**config.mk**
```make
export PLATFORM = sky130hd
export DESIGN_NAME = axi_mem_burst_tester
export DESIGN_NICKNAME = d
export VERILOG_FILES = /design/src/rtl/mem_test_pkg.sv /design/src/rtl/mem_pattern_gen.sv /design/src/rtl/axi_mem_burst_tester.sv
export SDC_FILE = /design/constraint.sdc
export NUM_CORES = 2
export LEC_CHECK = 0
export ABC_AREA = 1
export BUFFER_PORTS_ARGS = -buffer_cell sky130_fd_sc_hd__buf_2
export CAP_MARGIN = 15
export CORE_AREA = 2 2 532 534
export DETAILED_ROUTE_END_ITERATION = 10
export DIE_AREA = 0 0 534 536
export PLACE_DENSITY_LB_ADDON = 0.3
export SETUP_SLACK_MARGIN = 0.05
export SKIP_CTS_REPAIR_TIMING = 1
export SLEW_MARGIN = 20
export SYNTH_ARGS = -nofsm -noshare
export SYNTH_HDL_FRONTEND = slang
export SYNTH_SLANG_ARGS = --single-unit
```
**constraint.sdc**
```tcl
create_clock -name clk -period 12.9 [get_ports clk]
set_input_delay 1.29 -clock clk [delete_from_list [all_inputs] [get_ports clk]]
set_output_delay 1.29 -clock clk [all_outputs]
set_load 0.01 [all_outputs]
```
**src/rtl/mem_test_pkg.sv**
```systemverilog
// Shared types and constants for the AXI memory burst tester.
package mem_test_pkg;

    typedef enum logic [2:0] {
        ST_IDLE,
        ST_WA,
        ST_WD,
        ST_WB,
        ST_RA,
        ST_RD,
        ST_DONE
    } state_t;

    localparam logic [1:0] MODE_INCR = 2'd0;
    localparam logic [1:0] MODE_WALK = 2'd1;
    localparam logic [1:0] MODE_ADDR = 2'd2;
    localparam logic [1:0] MODE_NINC = 2'd3;

    localparam logic [1:0] AXI_BURST_INCR = 2'b01;
    localparam logic [3:0] AXI_CACHE_MOD  = 4'b0011;
    localparam int         AXI_ID_W       = 4;

    // Counter width that stays at least one bit for degenerate sizes.
    function automatic int cnt_w(input int n);
        return (n > 1) ? $clog2(n) : 1;
    endfunction

endpackage

```
**src/rtl/mem_pattern_gen.sv**
```systemverilog
// Stateless data pattern generator: the read pass regenerates exactly what the
// write pass produced from (mode, seed, beat index/address).
module mem_pattern_gen
    import mem_test_pkg::*;
#(
    parameter int DATA_W = 512,
    parameter int ADDR_W = 31,
    parameter int IDX_W  = 9
) (
    input  logic [1:0]        i_mode,
    input  logic [31:0]       i_seed,
    input  logic [IDX_W-1:0]  i_beat_idx,
    input  logic [ADDR_W-1:0] i_beat_addr,
    output logic [DATA_W-1:0] o_pattern
);

    localparam int SH_W = $clog2(DATA_W);

    logic [31:0]     w_incr;
    logic [31:0]     w_word;
    logic [SH_W-1:0] w_walk_sh;

    // 32-bit word replicated across the bus; walking-one spans the full width.
    always_comb begin
        w_incr    = 32'(i_beat_idx) + i_seed;
        w_walk_sh = SH_W'(i_beat_idx);
        case (i_mode)
            MODE_ADDR: w_word = 32'(i_beat_addr) ^ i_seed;
            MODE_NINC: w_word = ~w_incr;
            default:   w_word = w_incr;
        endcase
        if (i_mode == MODE_WALK)
            o_pattern = {{(DATA_W-1){1'b0}}, 1'b1} << w_walk_sh;
        else
            o_pattern = {(DATA_W/32){w_word}};
    end

endmodule

```
**src/rtl/axi_mem_burst_tester.sv**
```systemverilog
// AXI4 memory self-test master: writes a pattern over a region in INCR bursts,
// reads it back and reports mismatches, first failing address and bad responses.
module axi_mem_burst_tester
    import mem_test_pkg::*;
#(
    parameter int ADDR_W     = 31,
    parameter int DATA_W     = 512,
    parameter int BURST_LEN  = 8,
    parameter int NUM_BURSTS = 64,
    parameter int ERR_CNT_W  = 16
) (
    input  logic                 clk,
    input  logic                 rst,
    input  logic                 start,
    input  logic [ADDR_W-1:0]    base_addr,
    input  logic [1:0]           mode,
    input  logic [31:0]          seed,
    output logic                 busy,
    output logic                 done,
    output logic [ERR_CNT_W-1:0] err_cnt,
    output logic [ADDR_W-1:0]    first_err_addr,
    output logic                 resp_err,
    // write address
    output logic [ADDR_W-1:0]    s_axi_awaddr,
    output logic [7:0]           s_axi_awlen,
    output logic [2:0]           s_axi_awsize,
    output logic [1:0]           s_axi_awburst,
    output logic [3:0]           s_axi_awcache,
    output logic [AXI_ID_W-1:0]  s_axi_awid,
    output logic                 s_axi_awlock,
    output logic [2:0]           s_axi_awprot,
    output logic [3:0]           s_axi_awqos,
    output logic                 s_axi_awvalid,
    input  logic                 s_axi_awready,
    // write data
    output logic [DATA_W-1:0]    s_axi_wdata,
    output logic [DATA_W/8-1:0]  s_axi_wstrb,
    output logic                 s_axi_wlast,
    output logic                 s_axi_wvalid,
    input  logic                 s_axi_wready,
    // write response
    input  logic [AXI_ID_W-1:0]  s_axi_bid,
    input  logic [1:0]           s_axi_bresp,
    input  logic                 s_axi_bvalid,
    output logic                 s_axi_bready,
    // read address
    output logic [ADDR_W-1:0]    s_axi_araddr,
    output logic [7:0]           s_axi_arlen,
    output logic [2:0]           s_axi_arsize,
    output logic [1:0]           s_axi_arburst,
    output logic [3:0]           s_axi_arcache,
    output logic [AXI_ID_W-1:0]  s_axi_arid,
    output logic                 s_axi_arlock,
    output logic [2:0]           s_axi_arprot,
    output logic [3:0]           s_axi_arqos,
    output logic                 s_axi_arvalid,
    input  logic                 s_axi_arready,
    // read data
    input  logic [DATA_W-1:0]    s_axi_rdata,
    input  logic [AXI_ID_W-1:0]  s_axi_rid,
    input  logic [1:0]           s_axi_rresp,
    input  logic                 s_axi_rlast,
    input  logic                 s_axi_rvalid,
    output logic                 s_axi_rready
);

    localparam int BEAT_BYTES  = DATA_W / 8;
    localparam int AXSIZE      = $clog2(BEAT_BYTES);
    localparam int BURST_BYTES = BURST_LEN * BEAT_BYTES;
    localparam int BEAT_W      = cnt_w(BURST_LEN);
    localparam int BURST_W     = cnt_w(NUM_BURSTS);
    localparam int IDX_W       = cnt_w(NUM_BURSTS * BURST_LEN);

    localparam logic [BEAT_W-1:0]  LAST_BEAT  = BEAT_W'(BURST_LEN - 1);
    localparam logic [BURST_W-1:0] LAST_BURST = BURST_W'(NUM_BURSTS - 1);

    state_t                r_state, w_state;
    logic [ADDR_W-1:0]     r_addr, w_addr;
    logic [ADDR_W-1:0]     r_base, w_base;
    logic [1:0]            r_mode, w_mode;
    logic [31:0]           r_seed, w_seed;
    logic [BURST_W-1:0]    r_burst, w_burst;
    logic [BEAT_W-1:0]     r_beat, w_beat;
    logic                  r_awvalid, w_awvalid;
    logic                  r_wvalid, w_wvalid;
    logic                  r_wlast, w_wlast;
    logic                  r_bready, w_bready;
    logic                  r_arvalid, w_arvalid;
    logic                  r_rready, w_rready;
    logic                  r_busy, w_busy;
    logic                  r_done, w_done;
    logic                  r_resp_err, w_resp_err;
    logic [ERR_CNT_W-1:0]  r_err_cnt, w_err_cnt;
    logic [ADDR_W-1:0]     r_first_err, w_first_err;

    logic [BEAT_W-1:0]     w_beat_inc;
    logic                  w_last_beat;
    logic                  w_last_burst;
    logic [IDX_W-1:0]      w_idx;
    logic [ADDR_W-1:0]     w_beat_addr;
    logic [DATA_W-1:0]     w_pattern;
    logic                  w_mismatch;
    logic                  w_unused;

    // Global beat index and byte address are derived from registered state only,
    // so the pattern (and wdata) never depends combinationally on AXI inputs.
    assign w_beat_inc   = r_beat + 1'b1;
    assign w_last_beat  = (r_beat == LAST_BEAT);
    assign w_last_burst = (r_burst == LAST_BURST);
    assign w_idx        = IDX_W'(r_burst) * IDX_W'(BURST_LEN) + IDX_W'(r_beat);
    assign w_beat_addr  = r_addr + (ADDR_W'(r_beat) << AXSIZE);

    mem_pattern_gen #(
        .DATA_W (DATA_W),
        .ADDR_W (ADDR_W),
        .IDX_W  (IDX_W)
    ) u_pat (
        .i_mode      (r_mode),
        .i_seed      (r_seed),
        .i_beat_idx  (w_idx),
        .i_beat_addr (w_beat_addr),
        .o_pattern   (w_pattern)
    );

    // Data mismatch or rlast disagreeing with the expected burst end both count.
    assign w_mismatch = (s_axi_rdata != w_pattern) || (s_axi_rlast != w_last_beat);

    // Next-state and next-output logic; every output comes from a register.
    always_comb begin
        w_state     = r_state;
        w_addr      = r_addr;
        w_base      = r_base;
        w_mode      = r_mode;
        w_seed      = r_seed;
        w_burst     = r_burst;
        w_beat      = r_beat;
        w_awvalid   = r_awvalid;
        w_wvalid    = r_wvalid;
        w_wlast     = r_wlast;
        w_bready    = r_bready;
        w_arvalid   = r_arvalid;
        w_rready    = r_rready;
        w_busy      = r_busy;
        w_done      = r_done;
        w_resp_err  = r_resp_err;
        w_err_cnt   = r_err_cnt;
        w_first_err = r_first_err;
        case (r_state)
            ST_IDLE: begin
                if (start) begin
                    w_base      = base_addr;
                    w_addr      = base_addr;
                    w_mode      = mode;
                    w_seed      = seed;
                    w_burst     = '0;
                    w_beat      = '0;
                    w_err_cnt   = '0;
                    w_first_err = '0;
                    w_resp_err  = 1'b0;
                    w_busy      = 1'b1;
                    w_done      = 1'b0;
                    w_awvalid   = 1'b1;
                    w_state     = ST_WA;
                end
            end
            ST_WA: begin
                if (s_axi_awready) begin
                    w_awvalid = 1'b0;
                    w_wvalid  = 1'b1;
                    w_wlast   = (BURST_LEN == 1);
                    w_beat    = '0;
                    w_state   = ST_WD;
                end
            end
            ST_WD: begin
                if (s_axi_wready) begin
                    if (w_last_beat) begin
                        w_wvalid = 1'b0;
                        w_wlast  = 1'b0;
                        w_bready = 1'b1;
                        w_beat   = '0;
                        w_state  = ST_WB;
                    end else begin
                        w_beat  = w_beat_inc;
                        w_wlast = (w_beat_inc == LAST_BEAT);
                    end
                end
            end
            ST_WB: begin
                if (s_axi_bvalid) begin
                    w_bready   = 1'b0;
                    w_resp_err = r_resp_err | s_axi_bresp[1];
                    if (w_last_burst) begin
                        w_burst   = '0;
                        w_addr    = r_base;
                        w_arvalid = 1'b1;
                        w_state   = ST_RA;
                    end else begin
                        w_burst   = r_burst + 1'b1;
                        w_addr    = r_addr + ADDR_W'(BURST_BYTES);
                        w_awvalid = 1'b1;
                        w_state   = ST_WA;
                    end
                end
            end
            ST_RA: begin
                if (s_axi_arready) begin
                    w_arvalid = 1'b0;
                    w_rready  = 1'b1;
                    w_beat    = '0;
                    w_state   = ST_RD;
                end
            end
            ST_RD: begin
                if (s_axi_rvalid) begin
                    w_resp_err = r_resp_err | s_axi_rresp[1];
                    if (w_mismatch) begin
                        if (r_err_cnt != {ERR_CNT_W{1'b1}})
                            w_err_cnt = r_err_cnt + 1'b1;
                        if (r_err_cnt == '0)
                            w_first_err = w_beat_addr;
                    end
                    w_beat = w_beat_inc;
                    // Burst ends on rlast or on the expected beat count, whichever first.
                    if (s_axi_rlast || w_last_beat) begin
                        w_rready = 1'b0;
                        w_beat   = '0;
                        if (w_last_burst) begin
                            w_state = ST_DONE;
                        end else begin
                            w_burst   = r_burst + 1'b1;
                            w_addr    = r_addr + ADDR_W'(BURST_BYTES);
                            w_arvalid = 1'b1;
                            w_state   = ST_RA;
                        end
                    end
                end
            end
            ST_DONE: begin
                w_busy  = 1'b0;
                w_done  = 1'b1;
                w_state = ST_IDLE;
            end
            default: w_state = ST_IDLE;
        endcase
    end

    // State and output registers; reset aborts any burst immediately.
    always_ff @(posedge clk or posedge rst) begin
        if (rst) begin
            r_state     <= ST_IDLE;
            r_addr      <= '0;
            r_base      <= '0;
            r_mode      <= '0;
            r_seed      <= '0;
            r_burst     <= '0;
            r_beat      <= '0;
            r_awvalid   <= 1'b0;
            r_wvalid    <= 1'b0;
            r_wlast     <= 1'b0;
            r_bready    <= 1'b0;
            r_arvalid   <= 1'b0;
            r_rready    <= 1'b0;
            r_busy      <= 1'b0;
            r_done      <= 1'b0;
            r_resp_err  <= 1'b0;
            r_err_cnt   <= '0;
            r_first_err <= '0;
        end else begin
            r_state     <= w_state;
            r_addr      <= w_addr;
            r_base      <= w_base;
            r_mode      <= w_mode;
            r_seed      <= w_seed;
            r_burst     <= w_burst;
            r_beat      <= w_beat;
            r_awvalid   <= w_awvalid;
            r_wvalid    <= w_wvalid;
            r_wlast     <= w_wlast;
            r_bready    <= w_bready;
            r_arvalid   <= w_arvalid;
            r_rready    <= w_rready;
            r_busy      <= w_busy;
            r_done      <= w_done;
            r_resp_err  <= w_resp_err;
            r_err_cnt   <= w_err_cnt;
            r_first_err <= w_first_err;
        end
    end

    assign busy           = r_busy;
    assign done           = r_done;
    assign err_cnt        = r_err_cnt;
    assign first_err_addr = r_first_err;
    assign resp_err       = r_resp_err;

    assign s_axi_awaddr   = r_addr;
    assign s_axi_awlen    = 8'(BURST_LEN - 1);
    assign s_axi_awsize   = 3'(AXSIZE);
    assign s_axi_awburst  = AXI_BURST_INCR;
    assign s_axi_awcache  = AXI_CACHE_MOD;
    assign s_axi_awid     = '0;
    assign s_axi_awlock   = 1'b0;
    assign s_axi_awprot   = '0;
    assign s_axi_awqos    = '0;
    assign s_axi_awvalid  = r_awvalid;

    assign s_axi_wdata    = w_pattern;
    assign s_axi_wstrb    = '1;
    assign s_axi_wlast    = r_wlast;
    assign s_axi_wvalid   = r_wvalid;
    assign s_axi_bready   = r_bready;

    assign s_axi_araddr   = r_addr;
    assign s_axi_arlen    = 8'(BURST_LEN - 1);
    assign s_axi_arsize   = 3'(AXSIZE);
    assign s_axi_arburst  = AXI_BURST_INCR;
    assign s_axi_arcache  = AXI_CACHE_MOD;
    assign s_axi_arid     = '0;
    assign s_axi_arlock   = 1'b0;
    assign s_axi_arprot   = '0;
    assign s_axi_arqos    = '0;
    assign s_axi_arvalid  = r_arvalid;
    assign s_axi_rready   = r_rready;

    // IDs and the low response bit carry no information for this tester.
    assign w_unused = ^{s_axi_bid, s_axi_rid, s_axi_bresp[0], s_axi_rresp[0]};

endmodule

```
==> impl_results.md <==
* Status: finished clean
* Post-synth ARST share at 100.0%
* WL/cell at 30.16 µm
* Synth Area in Simple Gates at 45.90%
* FF-to-FF setup slack at 5.62 ns
* CP Capture Type: flop
* Clk slew on worst S/H paths at around 0.09 ns
* Crit Path Category: reg -> reg
* Synth Area in Compound Gates at 13.89%
* Drt first pass iters at 6
* CTS Buf Count at 17
* Total GRT Usage at 20.70%
* Die X at 534 µm
* Initial antenna violation count at 188
* Initial Util at 10.08%
* Finished Cell Area at roughly 39,000 µm²
* Worst path cell trace: buf_4, nand2_1, buf_4, inv_4, buf_4, nand2_1, o21ai_1, inv_1, nand2_1, nand3_1, nor2_1, nand2_1, nor2_1, nand3_1, nor2_1, nand2_1, nor2_1, nand3_1, nor2_1, nand3_2, buf_4, nand3_2, nand2_1, nand2_1
* CTS sink cnt at between 150 and 200
* Mapped Cells at 5,421
* Synth-to-Final Area Change at 37.06%
* Die area at 286,200 µm²
* Synth Area in Adders at 1.158%
* Post-route clock period utilization at between 50% and 60%
* Sequential fraction of the synthesis area at 14.50%
* Clk pwr share at around 4.3%
* Reg2reg path depth at 24
* CP Max Fanout at 49
* Headroom to the max-slew limit at between 20% and 30%
* Tightest Pin Transition at ~1.1 ns
* Synth warn at 0
* Post-synthesis sequential element count at 164
* CP Launch Point: r_burst[3]
* Req. time, crit path at about 13 ns
* H-tree lvl count at 4
* Worst skew pair latency at 0.51 ns
* Hold Crit Class: reg -> reg
* Finish-stage setup viols at 0
* Most common cell after layout, fill and taps aside: nand2_1
* Avg Cell Area, Syn at 5.223 µm²
* Buffers on Ports at 1,217
* CP arrival at approximately 7.7 ns
* Antenna-violating nets left at 0
* Fmax at 137.4 MHz
* Vias in the first global route at 36,921
* Period minus WS final at 7.276 ns
* Boundary Pins at 1,350
* Post-synth EDFFs at 0
* Seq pwr share at about 7.2%
* TNS Setup at 0 ns
* # rows at 195
* Unrepaired setup endpoints after global routing: no
* CP peak stage delay at 0.79 ns
* Routed wire length at 310,200 µm
* GP Congestion at between 0.9 and 1
* First-pass GRT wire length at 387,600 µm
* Most frequent cells in the layout: nand2_1 (1,923), buf_2 (1,217), inv_1 (732)
* Dpl hpwl at 271,100 µm
* Post-DR vias/cell at 3.968
* Cell variety after synth at 50
* Largest family of logic cells by synthesized area: simple AND/OR/NAND/NOR gates
* CP most frequent cell: nand2_1
* Most used DFF post-synth: dfrtp_1
* Longest Clk Path Bufs at 2
* Logic gate share of total power at 88.5%
* DR DRC count at 0
* Syn Std Cell Area at roughly 28,000 µm²
* Critical Path Source Type: flop
* Largest net degree at the start of global routing at 101
* Lkg Pwr at between 20 and 25 nW
* Sw Pwr at 0.009467 W
* Internal at between 0.003 and 0.004 W
* Die Ht at 536 µm
* DP Area at around 38,000 µm²
* Critical Path End: first_err_addr[20]
* Max-slew violations at 0
* Endpoints failing hold at 0
* Peak VDD IR at 175.5 µV
* Reg2reg start: r_burst[3]
* Max Cap Viol at 0
* Initial drt markers at 3,929
* XOR/XNOR Fraction of Synth Area at 5.970%
* Mux contribution to synthesized area at 0%
* Worst Skew at 0.02681 ns
* Clock root buffer: clkbuf_16
* Pwr Density at 341.2 nW/µm²
* Post-layout net count at 7,063
* CTS tree: built
* Core area at 280,800 µm²
* Reg2reg end: first_err_addr[20]
* Layout cell share with drive strength beyond 1 at 22.32%
* Gr ovfl total at 0
* Slowest-stage cell, CP: o21ai_1
* Vias at 40,808
* Switching part of the total at 71.49%
worst max-delay path, delay by kind of cell, from the launching register on:
| kind | cells | cell delay [ns] |
|---|---|---|
| simple gates | 17 | 3.67 |
| buf+inv | 6 | 2.12 |
| compound gates | 1 | 0.79 |
| flops | 1 | 0.41 |
synth_stat cells (23+ instances only):
cell type  number  area (µm²)
nand2_1      1923        7218
inv_1         739        2774
nor2_1        493        1851
o21ai_0       455        2277
nand3_1       429        2147
buf_4         165        1239
dfrtp_1       164        4104
clkbuf_1      153       574.3
o211ai_1      104       780.8
nand4_1        98       613.1
xor2_1         98       858.3
xnor2_1        95       832.1
o21ai_1        91       455.4
buf_2          71       355.3
nor3_1         61       305.3
nand3b_1       51       382.9
a21oi_1        46       230.2
buf_1          30       112.6
inv_2          30       112.6
ha_1           23       287.8
cell type report:
cell class / count / area [µm²]
Antenna cell: 87 / 217.7
Clock buffer: 18 / 439.2
Clock inverter: 14 / 157.7
Fill cell: 33625 / 242000
Inverter: 773 / 2932
Multi-Input combinational cell: 4178 / 19460
Sequential cell: 164 / 4116
Tap cell: 3743 / 4683
Timing Repair Buffer: 1306 / 6797
layer usage:
layer  wire length [µm]  track usage, %  vias to the layer above  share of wire, %
li1                   -               -                    18906                 -
met1             124700           24.84                    19145                40
met2             139700           33.70                     2227                45
met3              33280           8.107                      446                11
met4              12020           6.470                       84               3.9
met5                540               0                        -              0.17
registers in the layout, summed over array words and instances, names as in the netlist, 2 cells and up:
| name | count |
|---|---|
| err_cnt | 16 |
| first_err_addr | 31 |
| r_base | 31 |
| r_beat | 3 |
| r_burst | 6 |
| r_mode | 2 |
| r_seed | 32 |
| r_state | 3 |
| s_axi_araddr | 31 |
through the flow:
stage / instances / setup slack (ns) / hold WS [ns] / utilization [%] / power [W]
6_report: 10283 / 5.624 / 0.4691 / 13.82 / 0.01324
5_1_grt: 10225 / 5.015 / 0.4962 / 13.77 / 0.01417
4_1_cts: 10196 / 5.187 / 0.4738 / 13.74 / 0.01344
3_5_place_dp: 10164 / 5.238 / 0.4547 / 13.53 / 0.01283
3_3_place_gp: 10164 / 5.173 / 0.4547 / 13.53 / 0.01286
2_1_floorplan: 5541 / 7.177 / 0.4419 / - / 0.006133
cell families after synthesis:
kind of cell    after synthesis
xor+xnor                    193
flops                       164
compound gates              720
fa+ha+maj                    25
buf+inv                    1199
simple gates               3118
other cells                   2
worst min path at each step:
| stage | from | end | slack (ns) | cells after the start |
|---|---|---|---|---|
| after global placement | first_err_addr[9] | first_err_addr[9] | 0.45 | 2 |
| after CTS | first_err_addr[9] | first_err_addr[9] | 0.47 | 2 |
| final | first_err_addr[9] | first_err_addr[9] | 0.47 | 2 |
| after global routing | r_base[14] | r_base[14] | 0.50 | 2 |
| after floorplan | r_base[9] | r_base[9] | 0.44 | 2 |
| after detailed placement | first_err_addr[9] | first_err_addr[9] | 0.45 | 2 |
power by group through the flow:
stage,combinational (W),clock (W),sequential [W]
5_1_grt,0.0126,0.000601,0.000979
3_3_place_gp,0.0119,0,0.000970
2_1_floorplan,0.00529,0,0.000841
6_report,0.0117,0.000566,0.000959
3_5_place_dp,0.0119,0,0.000966
4_1_cts,0.0119,0.000582,0.000958
Power figures use the tool's default switching activity.
